`src/rtl/machine_timer.sv`:
```
// RISC-V machine timer: 64-bit mtime/mtimecmp behind a 5-word register window, with a prescaler.
// Optional TIMER_PERIODIC_EN makes ctrl.PERIODIC writable, so mtime reloads to 0 on a compare match.
module machine_timer #(
    parameter int               WIDTH     = 32,
    parameter logic [WIDTH-1:0] BASE_ADDR = 32'h0000_0400
) (
    input  logic             clk,
    input  logic             reset,
    input  logic [WIDTH-1:0] clk_rate,
    input  logic [WIDTH-1:0] addr,
    input  logic [WIDTH-1:0] wdata,
    input  logic             wr_en,
    input  logic             rd_en,
    output logic [WIDTH-1:0] rdata,
    output logic [WIDTH-1:0] timer_interrupt
);
    localparam int TW = 2 * WIDTH;

    localparam logic [WIDTH-1:0] A_MLO  = BASE_ADDR;
    localparam logic [WIDTH-1:0] A_MHI  = BASE_ADDR + WIDTH'(4);
    localparam logic [WIDTH-1:0] A_CLO  = BASE_ADDR + WIDTH'(8);
    localparam logic [WIDTH-1:0] A_CHI  = BASE_ADDR + WIDTH'(12);
    localparam logic [WIDTH-1:0] A_CTRL = BASE_ADDR + WIDTH'(16);

    logic [TW-1:0]    mtime, mtimecmp;
    logic [WIDTH-1:0] prescaler, limit, rd_mux;
    logic             en, periodic, mtip, tick, reload, match, ge;
    logic             hit_mlo, hit_mhi, hit_clo, hit_chi, hit_ctrl;
    logic             wr_mlo, wr_mhi, wr_clo, wr_chi, wr_ctrl;

    // Exact-address compares give alignment and range checking for free.
    assign hit_mlo  = (addr == A_MLO);
    assign hit_mhi  = (addr == A_MHI);
    assign hit_clo  = (addr == A_CLO);
    assign hit_chi  = (addr == A_CHI);
    assign hit_ctrl = (addr == A_CTRL);

    assign wr_mlo  = wr_en && hit_mlo;
    assign wr_mhi  = wr_en && hit_mhi;
    assign wr_clo  = wr_en && hit_clo;
    assign wr_chi  = wr_en && hit_chi;
    assign wr_ctrl = wr_en && hit_ctrl;

    assign limit  = (clk_rate == '0) ? '0 : clk_rate - WIDTH'(1);
    assign tick   = en && (prescaler == limit);
    assign match  = (mtime == mtimecmp);
    assign ge     = (mtime >= mtimecmp);
    assign reload = periodic && match;

    // A count above limit (clk_rate just shrank) wraps to 0 without ticking.
    always_ff @(posedge clk or negedge reset) begin
        if (!reset)
            prescaler <= '0;
        else if (wr_mlo || wr_mhi)
            prescaler <= '0;
        else if (en)
            prescaler <= (prescaler >= limit) ? '0 : prescaler + WIDTH'(1);
    end

    always_ff @(posedge clk or negedge reset) begin
        if (!reset)
            mtime <= '0;
        else if (wr_mlo)
            mtime[WIDTH-1:0] <= wdata;
        else if (wr_mhi)
            mtime[TW-1:WIDTH] <= wdata;
        else if (tick)
            mtime <= reload ? '0 : mtime + TW'(1);
    end

    always_ff @(posedge clk or negedge reset) begin
        if (!reset) begin
            mtimecmp <= '1;
            en       <= 1'b0;
        end else begin
            if (wr_clo)  mtimecmp[WIDTH-1:0]  <= wdata;
            if (wr_chi)  mtimecmp[TW-1:WIDTH] <= wdata;
            if (wr_ctrl) en <= wdata[0];
        end
    end

`ifdef TIMER_PERIODIC_EN
    always_ff @(posedge clk or negedge reset) begin
        if (!reset)
            periodic <= 1'b0;
        else if (wr_ctrl)
            periodic <= wdata[1];
    end
`else
    assign periodic = 1'b0;
`endif

    // In periodic mode mtime never legitimately exceeds mtimecmp, so only equality raises MTIP.
    always_ff @(posedge clk or negedge reset) begin
        if (!reset)
            mtip <= 1'b0;
        else
            mtip <= periodic ? match : ge;
    end

    assign timer_interrupt = mtip ? WIDTH'(32'h0000_0080) : '0;

    always_comb begin
        rd_mux = '0;
        if (hit_mlo)  rd_mux = mtime[WIDTH-1:0];
        if (hit_mhi)  rd_mux = mtime[TW-1:WIDTH];
        if (hit_clo)  rd_mux = mtimecmp[WIDTH-1:0];
        if (hit_chi)  rd_mux = mtimecmp[TW-1:WIDTH];
        if (hit_ctrl) rd_mux = {{(WIDTH-2){1'b0}}, periodic, en};
    end

    always_ff @(posedge clk or negedge reset) begin
        if (!reset)
            rdata <= '0;
        else if (rd_en)
            rdata <= rd_mux;
    end
endmodule

```
`config.mk`:
```
export PLATFORM = sky130hd
export DESIGN_NAME = machine_timer
export DESIGN_NICKNAME = d
export VERILOG_FILES = /design/src/rtl/machine_timer.sv
export SDC_FILE = /design/constraint.sdc
export NUM_CORES = 1
export LEC_CHECK = 0
export ABC_AREA = 1
export CORE_UTILIZATION = 40
export CTS_CLUSTER_DIAMETER = 150
export CTS_CLUSTER_SIZE = 30
export DETAILED_ROUTE_END_ITERATION = 10
export GPL_ROUTABILITY_DRIVEN = 0
export GPL_TIMING_DRIVEN = 0
export HOLD_SLACK_MARGIN = 0.12
export PLACE_DENSITY = 0.58
export SYNTH_ARGS = -nofsm -noshare
export SYNTH_HDL_FRONTEND = slang
export SYNTH_SLANG_ARGS = --single-unit
```
`constraint.sdc`:
```
create_clock -name clk -period 4.31 [get_ports clk]
set_input_delay 0.862 -clock clk [delete_from_list [all_inputs] [get_ports clk]]
set_output_delay 0.862 -clock clk [all_outputs]
set_load 0.05 [all_outputs]
```
==> results.toml <==
[detailed_routing]
avgRoutedWirePerCell_um = 19.36
num_vias = 16426
first_pass_iters = 6
wl_met2_mm = 26.48
drc = 0
drt_wl_total_mm = 58.33
topRoutingLayerUsed = "met4"
vias_per_cell = 5.454
wl_met3_mm = 4.877
final_antenna_net_count = 0
drt_iter0_markers = 1783
wl_met1_mm = 24.53

[finish]
fin_cells = 3012
synthToLayoutAreaGrowth_pct = 18.93
layout_common_cells = "636 x nand2_1, 278 x inv_1, 213 x nor2_1, 209 x nand3_1, 170 x o21ai_0"
mostFrequentLayoutCell = "nand2_1"
fin_area_sq_um = 18290
drive_above_1_share = 0.09196
num_antenna_cells = 0
nets = 2688

[power_and_ir_drop]
intPower_mw = 3.068
p_clk_frac = 0.400
p_switching_mw = 1.236
share_seq_of_total_power = 0.453
powerDensity_nw_per_um2 = 235.3
swShare = 0.2872
irDropWorstVdd_mv = 0.2822
power.share.combinational = 0.147
p_leak_nw = 8.432

[floorplanning]
die_w_um = 198.1
start_util = 0.4073
num_rows = 71
io_pins = 164
dieArea_sq_um = 39230
die_h_um = 198.1
core-area_sq_um = 37760

[status]
status = "finished clean"

[critical_path]
r2r-start = "mtime[1]"
crit_fanout = 10
startpoint_type = "input pin"
rrSetupSlack_ns = 1.65
r2r_cells = 10
cp.arrival_ns = 4.45
crit_type = "input pin to flip-flop"
r2r-end = "mtime[62]"
end_kind = "flip-flop"
crit_required_ns = 4.63

[place]
port_buffers = 131
dp_cells = 2974
dpl_cell_area_sq_um = 17470
dpl.hpwl_mm = 45.70
place_ws_ns = -1.085

[logic_synthesis]
synth_ff_type = "dfrtp_1"
yosysTopAreaCellShare = 0.2116
synth.distinct_cells = 47
synth.area.top_cells = "dfrtp_1 21%, nand2_1 16%, dfstp_2 11%"
yosysTopAreaCell = "dfrtp_1"
synth_edf_count = 0
ys_ff_latch = 194
yosysWarnings = 0
async_reset_ff_frac = 1.000
netlist_instances = 2301
synth_seq_area_share = 0.3209
syn_area_per_cell_sq_um = 6.683
syn_area_sq_um = 15380

[timing]
finalHoldViolations = 0
worst_pin_slew_ns = 1.053
final.setup.worst_slack_ns = 0.1801
setup_viol = 0
fin_crit_sh = 0.9582
slew_viol_final = 0
maxSlewHeadroom = 0.2981
rsz0062_at_grt = "true"
max_freq_ghz = 0.2421
fin_worst_skew_ns = 0.01696
min_period_ns = 4.130

[clock_network]
tritoncts = "done"
cts_root_buffer = "clkbuf_16"
cts_max_path_buffers = 2
clkTransAtPathRegs_ns = 0.07
clkLatencyLatePin_ns = 0.47
cts_buffers = 17
cts_max_level = 4
cts_sinks = 194

[grt]
grt_pass1_vias = 15768
grt_overflow = 0
grt_max_degree = 115
track_usage = 0.3048
antenna_found_initial = 0
grt_pass1_wl_mm = 89.79

[job]
cap_viol_max_count = 0

[worst_hold_path]
hold_class = "input pin to async pin"
-- registers in the layout (all words and copies together) (netlist names) --
register / cells
mtime: 64
mtimecmp: 64
prescaler: 32
rdata: 32
en: 1
mtip: 1
-- stage by stage --
step	hold slack (ns)	power (mW)	util	setup TNS, ns
global placement	0.4641	2.583	0.4619	-1082.00
CTS	0.3925	4.333	0.4816	0
detailed placement	0.4647	2.607	0.4628	-71.94
global route	0.4070	4.505	0.4844	-0.3033
floorplan	0.4698	2.346	-	0
finish	0.3561	4.304	0.4844	0
-- Yosys cell counts (2+ instances only) --
library cell and n:
nand2_1 640, inv_1 278, nor2_1 228, nand3_1 211
o21ai_0 170, dfrtp_1 130, ha_1 100, a21oi_1 70
nor3_1 65, dfstp_2 64, nand4_1 49, o211ai_1 49
buf_4 34, xor2_1 34, clkbuf_1 33, buf_2 21
o22ai_1 18, or2_2 13, xnor2_1 13, o21ai_1 12
nor4_1 9, inv_2 8, buf_1 7, a21oi_2 5
nor2_2 5, nand2_2 4, and2_1 3, nor2_4 3
a21o_1 2, nand3_2 2, nand3_4 2, nand3b_1 2
o21a_1 2, o21bai_1 2
-- cells by family (layout without fill, tap and decap cells) --
group                    count (synthesis)  in the layout  share of synthesized area
AND/OR/NAND/NOR                       1242           1242                     0.3459
buffers and inverters                  384            554                     0.1043
AO/OA/AOI/OAI                          333            333                     0.1205
flip-flops                             194            194                     0.3209
adder cells (fa/ha/maj)                100            100                    0.08137
XOR/XNOR                                47             47                    0.02677
other                                    1             31                  0.0002439
-- cell type report --
cell class,instances,area [sq um]
clock inverter,10,120.1
clock buffer,22,495.5
timing repair buffer,138,1391
multi-input combinational,1753,9085
buffer,97,545.5
inverter,287,1077
tap,511,639.4
sequential,194,4935
fill,3861,19470
-- worst max-delay path: stages --
cell	delay (ns)
clkdlybuf4s50_1	0.49
nor2_1	0.13
nand2_1	0.11
nor2_2	0.17
nand2_2	0.12
nor2_2	0.13
nand2_2	0.11
nor2_2	0.11
nand2_1	0.09
nor2_1	0.12
xor2_1	0.18
nand2_1	0.07
ha_1	0.29
nand2_1	0.08
nor2_2	0.16
nand2_2	0.10
nor2_4	0.16
nand3_4	0.14
a21oi_4	0.30
buf_2	0.39
o211ai_1	0.13
-- power groups by stage --
| stage | clock (mW) | combinational [mW] | sequential, mW |
|---|---|---|---|
| 2_1_floorplan | 0 | 0.390 | 1.96 |
| 3_3_place_gp | 0 | 0.603 | 1.98 |
| 3_5_place_dp | 0 | 0.625 | 1.98 |
| 4_1_cts | 1.75 | 0.630 | 1.95 |
| 5_1_grt | 1.82 | 0.721 | 1.96 |
| 6_report | 1.72 | 0.631 | 1.95 |
-- how the worst max path moves through the flow --
stage,start,end,cells after the start,slack (ns)
6_report,clk_rate[2],mtime[24],21,0.18
3_3_place_gp,reset,rdata[24],1,-6.13
3_5_place_dp,clk_rate[0],mtime[23],23,-1.08
5_1_grt,clk_rate[2],mtime[47],25,-0.04
4_1_cts,clk_rate[25],mtime[60],23,0.003
2_1_floorplan,clk_rate[0],mtime[23],22,0.52
-- what timing repair did --
item / CTS / global route
resized for setup: 15 / 28
endpoints found under the hold margin: 0 / 0
hold buffers: 0 / 0
endpoints found under the setup margin: 84 / 95
setup buffers: 4 / 2
pin swaps: 4 / 5
-- routing by layer --
| layer | up-vias | global-route usage |
|---|---|---|
| met2 | 772 | 0.4919 |
| met4 | 0 | 0.1361 |
| met3 | 158 | 0.05842 |
| met5 | - | 0 |
| met1 | 7640 | 0.3947 |
| li1 | 7856 | - |
(Power assumes the default switching activity.)
